[src/rtl/avs_hram_arb_pkg.sv]
// Shared types and helpers for the two-master HyperRAM Avalon arbiter.
// The depth check is evaluated at elaboration by the top level.
package avs_hram_arb_pkg;

   typedef enum logic {
      IDLE  = 1'b0,
      GRANT = 1'b1
   } arb_state_t;

   // Master index: 0 or 1
   typedef logic owner_t;

   localparam int PEND_DEPTH_DFLT = 4;

   function automatic bit pend_depth_ok(input int depth);
      return (depth >= 2) && ((depth & (depth - 1)) == 0);
   endfunction

endpackage

[src/rtl/avs_hram_arbiter_if.sv]
// Avalon-MM word-access bus bundle. The master modport issues commands and
// the slave modport answers them, including pipelined read returns.
interface avs_hram_arbiter_if #(
   parameter int ADDR_W = 22,
   parameter int DATA_W = 16
) ();

   logic [ADDR_W-1:0]   address;
   logic                read;
   logic                write;
   logic [DATA_W-1:0]   writedata;
   logic [DATA_W/8-1:0] byteenable;
   logic                waitrequest;
   logic [DATA_W-1:0]   readdata;
   logic                readdatavalid;

   modport master (
      output address, read, write, writedata, byteenable,
      input  waitrequest, readdata, readdatavalid
   );

   modport slave (
      input  address, read, write, writedata, byteenable,
      output waitrequest, readdata, readdatavalid
   );

endinterface

[src/rtl/avs_hram_arbiter_id_fifo.sv]
// Small synchronous FIFO of 1-bit master IDs, one entry per outstanding read.
// A push is accepted while full only when a pop happens on the same edge.
module hram_arb_id_fifo #(
   parameter int DEPTH = 4
) (
   input  logic clk,
   input  logic reset,
   input  logic push,
   input  logic din,
   input  logic pop,
   output logic head,
   output logic full,
   output logic empty
);

   localparam int PW = $clog2(DEPTH);
   localparam logic [PW:0] FULL_CNT = (PW+1)'(DEPTH);

   logic [DEPTH-1:0] mem_q, mem_d;
   logic [PW-1:0]    wr_ptr_q, wr_ptr_d;
   logic [PW-1:0]    rd_ptr_q, rd_ptr_d;
   logic [PW:0]      cnt_q, cnt_d;
   logic             do_push, do_pop;

   always_comb begin
      do_pop   = pop & (cnt_q != '0);
      do_push  = push & ((cnt_q != FULL_CNT) | do_pop);
      mem_d    = mem_q;
      wr_ptr_d = wr_ptr_q;
      rd_ptr_d = rd_ptr_q;
      cnt_d    = cnt_q;
      if (do_push) begin
         mem_d[wr_ptr_q] = din;
         wr_ptr_d        = wr_ptr_q + 1'b1;
      end
      if (do_pop) begin
         rd_ptr_d = rd_ptr_q + 1'b1;
      end
      case ({do_push, do_pop})
         2'b10:   cnt_d = cnt_q + 1'b1;
         2'b01:   cnt_d = cnt_q - 1'b1;
         default: cnt_d = cnt_q;
      endcase
   end

   always_ff @(posedge clk or posedge reset) begin
      if (reset) begin
         mem_q    <= '0;
         wr_ptr_q <= '0;
         rd_ptr_q <= '0;
         cnt_q    <= '0;
      end else begin
         mem_q    <= mem_d;
         wr_ptr_q <= wr_ptr_d;
         rd_ptr_q <= rd_ptr_d;
         cnt_q    <= cnt_d;
      end
   end

   assign head  = mem_q[rd_ptr_q];
   assign full  = (cnt_q == FULL_CNT);
   assign empty = (cnt_q == '0);

endmodule

[src/rtl/avs_hram_arbiter.sv]
// Round-robin arbiter letting two Avalon masters share one HyperRAM converter.
// One command per grant; read IDs are queued so returns reach the issuer.
module avs_hram_arbiter
   import avs_hram_arb_pkg::*;
#(
   parameter int ADDR_W     = 22,
   parameter int DATA_W     = 16,
   parameter int PEND_DEPTH = PEND_DEPTH_DFLT
) (
   input  logic                 clk,
   input  logic                 reset,
   avs_hram_arbiter_if.slave    m0,
   avs_hram_arbiter_if.slave    m1,
   avs_hram_arbiter_if.master   s,
   output logic                 rdv_error
);

   if (!pend_depth_ok(PEND_DEPTH)) begin : g_depth_chk
      $error("avs_hram_arbiter: PEND_DEPTH must be a power of 2 and >= 2");
   end

   arb_state_t state_q, state_d;
   owner_t     owner_q, owner_d;
   owner_t     last_grant_q, last_grant_d;
   logic       rdv_error_q, rdv_error_d;

   logic [1:0] rd_req, wr_req, req;
   logic       fifo_full, fifo_empty, fifo_head;
   logic       push, pop, accept;

   logic [ADDR_W-1:0]   mux_addr;
   logic [DATA_W-1:0]   mux_wdata;
   logic [DATA_W/8-1:0] mux_be;
   logic                mux_rd, mux_wr;

   // Read wins when a master illegally asserts both; full FIFO masks reads only.
   always_comb begin
      rd_req = {m1.read, m0.read};
      wr_req = {m1.write & ~m1.read, m0.write & ~m0.read};
      req    = (rd_req & {2{~fifo_full}}) | wr_req;
   end

   always_comb begin
      mux_addr  = owner_q ? m1.address    : m0.address;
      mux_wdata = owner_q ? m1.writedata  : m0.writedata;
      mux_be    = owner_q ? m1.byteenable : m0.byteenable;
      mux_rd    = (state_q == GRANT) & rd_req[owner_q];
      mux_wr    = (state_q == GRANT) & wr_req[owner_q];
   end

   assign accept = (mux_rd | mux_wr) & ~s.waitrequest;
   assign push   = accept & mux_rd;
   assign pop    = s.readdatavalid & ~fifo_empty;

   always_comb begin
      state_d      = state_q;
      owner_d      = owner_q;
      last_grant_d = last_grant_q;
      rdv_error_d  = rdv_error_q | (s.readdatavalid & fifo_empty);
      case (state_q)
         IDLE: begin
            if (|req) begin
               state_d = GRANT;
               owner_d = (&req) ? ~last_grant_q : req[1];
            end
         end
         GRANT: begin
            if (accept) begin
               state_d      = IDLE;
               last_grant_d = owner_q;
            end else if (!(mux_rd | mux_wr)) begin
               // Owner withdrew its command; do not hold the bus for it.
               state_d = IDLE;
            end
         end
         default: state_d = IDLE;
      endcase
   end

   always_ff @(posedge clk or posedge reset) begin
      if (reset) begin
         state_q      <= IDLE;
         owner_q      <= 1'b0;
         last_grant_q <= 1'b1;
         rdv_error_q  <= 1'b0;
      end else begin
         state_q      <= state_d;
         owner_q      <= owner_d;
         last_grant_q <= last_grant_d;
         rdv_error_q  <= rdv_error_d;
      end
   end

   hram_arb_id_fifo #(.DEPTH(PEND_DEPTH)) u_id_fifo (
      .clk   (clk),
      .reset (reset),
      .push  (push),
      .din   (owner_q),
      .pop   (pop),
      .head  (fifo_head),
      .full  (fifo_full),
      .empty (fifo_empty)
   );

   assign s.address    = mux_addr;
   assign s.read       = mux_rd;
   assign s.write      = mux_wr;
   assign s.writedata  = mux_wdata;
   assign s.byteenable = mux_be;

   assign m0.waitrequest = ~(accept & (owner_q == 1'b0));
   assign m1.waitrequest = ~(accept & (owner_q == 1'b1));

   assign m0.readdata      = s.readdata;
   assign m1.readdata      = s.readdata;
   assign m0.readdatavalid = pop & (fifo_head == 1'b0);
   assign m1.readdatavalid = pop & (fifo_head == 1'b1);

   assign rdv_error = rdv_error_q;

endmodule

[src/flat_wrapper.sv]
// flat-port wrapper written by rule: the top's interface ports become plain ports
module avs_hram_arbiter_flat import avs_hram_arb_pkg::*;
#(
   parameter int ADDR_W     = 22,
   parameter int DATA_W     = 16,
   parameter int PEND_DEPTH = PEND_DEPTH_DFLT
)
  (clk, reset, rdv_error, m0_address, m0_read, m0_write, m0_writedata, m0_byteenable, m0_waitrequest, m0_readdata, m0_readdatavalid, m1_address, m1_read, m1_write, m1_writedata, m1_byteenable, m1_waitrequest, m1_readdata, m1_readdatavalid, s_address, s_read, s_write, s_writedata, s_byteenable, s_waitrequest, s_readdata, s_readdatavalid);
  avs_hram_arbiter_if #(.ADDR_W(ADDR_W), .DATA_W(DATA_W)) m0_i ();
  avs_hram_arbiter_if #(.ADDR_W(ADDR_W), .DATA_W(DATA_W)) m1_i ();
  avs_hram_arbiter_if #(.ADDR_W(ADDR_W), .DATA_W(DATA_W)) s_i ();
  input  logic clk;
  input  logic reset;
  output logic rdv_error;
  input wire logic [$bits(m0_i.address)-1:0] m0_address;
  input wire logic [$bits(m0_i.read)-1:0] m0_read;
  input wire logic [$bits(m0_i.write)-1:0] m0_write;
  input wire logic [$bits(m0_i.writedata)-1:0] m0_writedata;
  input wire logic [$bits(m0_i.byteenable)-1:0] m0_byteenable;
  output wire logic [$bits(m0_i.waitrequest)-1:0] m0_waitrequest;
  output wire logic [$bits(m0_i.readdata)-1:0] m0_readdata;
  output wire logic [$bits(m0_i.readdatavalid)-1:0] m0_readdatavalid;
  input wire logic [$bits(m1_i.address)-1:0] m1_address;
  input wire logic [$bits(m1_i.read)-1:0] m1_read;
  input wire logic [$bits(m1_i.write)-1:0] m1_write;
  input wire logic [$bits(m1_i.writedata)-1:0] m1_writedata;
  input wire logic [$bits(m1_i.byteenable)-1:0] m1_byteenable;
  output wire logic [$bits(m1_i.waitrequest)-1:0] m1_waitrequest;
  output wire logic [$bits(m1_i.readdata)-1:0] m1_readdata;
  output wire logic [$bits(m1_i.readdatavalid)-1:0] m1_readdatavalid;
  output wire logic [$bits(s_i.address)-1:0] s_address;
  output wire logic [$bits(s_i.read)-1:0] s_read;
  output wire logic [$bits(s_i.write)-1:0] s_write;
  output wire logic [$bits(s_i.writedata)-1:0] s_writedata;
  output wire logic [$bits(s_i.byteenable)-1:0] s_byteenable;
  input wire logic [$bits(s_i.waitrequest)-1:0] s_waitrequest;
  input wire logic [$bits(s_i.readdata)-1:0] s_readdata;
  input wire logic [$bits(s_i.readdatavalid)-1:0] s_readdatavalid;
  assign m0_i.address = m0_address;
  assign m0_i.read = m0_read;
  assign m0_i.write = m0_write;
  assign m0_i.writedata = m0_writedata;
  assign m0_i.byteenable = m0_byteenable;
  assign m0_waitrequest = m0_i.waitrequest;
  assign m0_readdata = m0_i.readdata;
  assign m0_readdatavalid = m0_i.readdatavalid;
  assign m1_i.address = m1_address;
  assign m1_i.read = m1_read;
  assign m1_i.write = m1_write;
  assign m1_i.writedata = m1_writedata;
  assign m1_i.byteenable = m1_byteenable;
  assign m1_waitrequest = m1_i.waitrequest;
  assign m1_readdata = m1_i.readdata;
  assign m1_readdatavalid = m1_i.readdatavalid;
  assign s_address = s_i.address;
  assign s_read = s_i.read;
  assign s_write = s_i.write;
  assign s_writedata = s_i.writedata;
  assign s_byteenable = s_i.byteenable;
  assign s_i.waitrequest = s_waitrequest;
  assign s_i.readdata = s_readdata;
  assign s_i.readdatavalid = s_readdatavalid;
  avs_hram_arbiter #(.ADDR_W(ADDR_W), .DATA_W(DATA_W), .PEND_DEPTH(PEND_DEPTH)) u_core (.clk(clk), .reset(reset), .m0(m0_i), .m1(m1_i), .s(s_i), .rdv_error(rdv_error));
endmodule
[config.mk]
export PLATFORM = sky130hd
export DESIGN_NAME = avs_hram_arbiter_flat
export DESIGN_NICKNAME = d
export VERILOG_FILES = /design/src/rtl/avs_hram_arb_pkg.sv /design/src/rtl/avs_hram_arbiter_if.sv /design/src/rtl/avs_hram_arbiter_id_fifo.sv /design/src/rtl/avs_hram_arbiter.sv /design/src/flat_wrapper.sv
export SDC_FILE = /design/constraint.sdc
export NUM_CORES = 1
export LEC_CHECK = 0
export BUFFER_PORTS_ARGS = -buffer_cell sky130_fd_sc_hd__buf_2
export CAP_MARGIN = 5
export CORE_ASPECT_RATIO = 0.8
export CORE_MARGIN = 3
export CORE_UTILIZATION = 35
export DETAILED_ROUTE_END_ITERATION = 7
export PLACE_DENSITY_LB_ADDON = 0.08
export SKIP_LAST_GASP = 1
export SLEW_MARGIN = 40
export SYNTH_ARGS = -nofsm -noshare
export SYNTH_HDL_FRONTEND = slang
export SYNTH_SLANG_ARGS = --single-unit
[constraint.sdc]
create_clock -name clk -period 2.4 [get_ports clk]
set_input_delay 0.48 -clock clk [delete_from_list [all_inputs] [get_ports clk]]
set_output_delay 0.48 -clock clk [all_outputs]
set_load 0.05 [all_outputs]
==> results.ini <==
[status]
outcome = completed

[critical_path]
endpoint_kind = flip-flop
slowest_delay_ns = 0.59
critical_path_class = reg2reg
required_ns = 2.58
cp_common_cell = xor2_1
crit_buf_inv = 1
start_kind = flip-flop
cp_top_family = simple AND/OR/NAND/NOR gates
cp_data_arrival_time_ns = 2.43
crit_slowest_cell = or4b_4
crit_chain = or4b_4 -> nand4b_4 -> ha_1 -> inv_1 -> fa_1 -> xor2_1 -> nor2_1 -> xor2_1
worstPathMaxFanout = 6

[logic_synthesis]
ys_ff_latch = 15
ys_warn_count = 0
ys_types = 35
synth_nets = 272
seq_area_frac_synth = 0.230
syn_area_sq_mm = 0.00164
postSynthCellCount = 162
ys.flop_type = dfrtp_1
synth_edf_count = 0
avgSynthCellArea_sq_um = 10.1
ys_async_sr_fraction = 1.00

[run]
cap_violations = 0

[power]
p_leak_nw = 1.14
p_total_mw = 2.97
combinationalPowerShare = 0.752
cellPowerDensity_mw_per_mm2 = 1360
pwr-share-clk = 0.070
p_sw_mw = 1.68
peakVddDrop_mv = 0.529
switching_share = 0.566
seq_power_share = 0.178
power.internal_mw = 1.29

[global_route]
antenna_found_initial = 0
grt_pass1_wl_um = 7570
globalRouteOverflowTotal = 0
grtUsageTotal = 0.181
grt_start_max_net_pins = 54
grt_pass1_vias = 1444

[placed_design]
place_hpwl_um = 4290
gp_congestion = 0.817
placed_cells = 316
port_buffers = 134
dp_slack_ns = 0.0292

[cts]
postCtsSetupRepairBufs = 0
hold_buffers = 0
cts_root_buf = clkbuf_8
htreeDepth = 1
clkLatencyLatePin_ns = 0.25
cts_buffers = 3
cts_tree = done
ctsLongestPathBuffers = 2
cts_num_sinks = 15
cts-resized-gates = 0
clk_pin_slew_ns = 0.06

[sta]
slew_headroom = 0.606
setup_viol = 0
setup_ws_ns = 0.147
period_share = 0.939
setup-tns-final_ns = 0
skew_ns = 0.000555
tightestPinTransition_ns = 0.590
maxSlewViolCount = 0
clock.fmax_ghz = 0.444
finalHoldViolCount = 0
rsz0062_at_grt = no
layout_min_cycle_time_ns = 2.25
whs_ns = 0.285

[route]
num_vias = 1443
drt_iter0_markers = 58
via_per_inst = 4.51
dr.pass1.iters = 4
drt-total-wl_um = 5070
wl_per_cell_um = 15.8
drcViolationCount = 0
ant_nets = 0

[die]
initial_core_util = 0.378
core.rowCount = 21
die_w_um = 82.5
core_sq_mm = 0.00434
ios = 183
fp.dieArea_sq_mm = 0.00554
fp.dieH_um = 67.2

[layout]
diodes = 0
final_cell_mix = buf_2, mux2_2, dfrtp_1
layout-area-overhead-vs-synth_pct = 33.2
stdcell_count = 320
layout_commonest_cell = buf_2
num-fill-cells = 417
drive_above_1_share = 0.715
final_nets = 374

[worst_hold_path]
holdCritPathClass = in2async

## per-stage QoR
step | area, sq um | utilization
floorplan | 1640 | -
global placement | 2140 | 0.493
detailed placement | 2140 | 0.493
CTS | 2180 | 0.503
global route | 2180 | 0.503
finish | 2180 | 0.503
## layout make-up
type	instances	area, sq um	area share
multi-input cells	99	955	0.438
repair buffers	136	698	0.320
flip-flops and latches	15	378	0.173
well taps	57	71.3	0.0327
clock buffers	4	45.0	0.0207
inverters	9	33.8	0.0155
## final timing paths
kind / from / end / slack, ns / cells past startpoint
max: u_core.u_id_fifo.cnt_q[0] / u_core.u_id_fifo.cnt_q[2] / 0.15 / 8
min: reset / u_core.u_id_fifo.mem_q[3] / 0.28 / 2
max reg2reg: u_core.u_id_fifo.cnt_q[0] / u_core.u_id_fifo.cnt_q[2] / 0.15 / 8
min reg2reg: u_core.rdv_error / u_core.rdv_error / 0.46 / 1
max in group asynchronous: reset / u_core.owner_q / 1.70 / 2
min in group clk: u_core.rdv_error / u_core.rdv_error / 0.46 / 1
## flip-flops by register name, indices dropped and copies added (netlist names)
register	count
u_core.u_id_fifo.mem_q	4
u_core.u_id_fifo.cnt_q	3
u_core.u_id_fifo.rd_ptr_q	2
u_core.u_id_fifo.wr_ptr_q	2
u_core.last_grant_q	1
u_core.owner_q	1
u_core.rdv_error	1
u_core.state_q	1
## cell families after synthesis
logic type | count (synthesis) | share of synthesized area
AND/OR/NAND/NOR | 31 | 0.121
buffers and inverters | 48 | 0.187
flip-flops | 15 | 0.230
multiplexers | 48 | 0.338
adder cells (fa/ha/maj) | 6 | 0.0504
AO/OA/AOI/OAI | 8 | 0.0413
XOR/XNOR | 6 | 0.0321
## routing by layer
layer | track usage | share of wire
met2 | 0.320 | 0.49
met3 | 0.0667 | 0.12
met5 | 0 | 0
met4 | 0.0436 | 0.010
met1 | 0.206 | 0.37
## cell usage after synthesis, types with 2 or more instances
cell type | n | area share
nand2_1 | 4 | 0.0092
xor2_1 | 3 | 0.016
nor2b_1 | 4 | 0.015
inv_1 | 8 | 0.018
clkbuf_1 | 2 | 0.0046
dfrtp_1 | 14 | 0.21
buf_4 | 32 | 0.15
nand2b_1 | 2 | 0.0076
nand4_1 | 4 | 0.015
mux2_1 | 4 | 0.027
buf_2 | 5 | 0.015
xnor2_1 | 3 | 0.016
ha_1 | 5 | 0.038
a211o_1 | 2 | 0.011
nor3_1 | 3 | 0.0092
and2_1 | 3 | 0.011
nor2_1 | 6 | 0.014
mux2_2 | 41 | 0.28
## power groups by stage
stage          Sequential [mW]  Combinational (mW)  Clock [mW]
2_1_floorplan            0.508                1.95           0
3_3_place_gp             0.530                2.24           0
3_5_place_dp             0.533                2.25           0
4_1_cts                  0.530                2.25       0.214
5_1_grt                  0.560                2.39       0.236
6_report                 0.528                2.23       0.207
No activity file was read; power rests on OpenSTA's default activity.
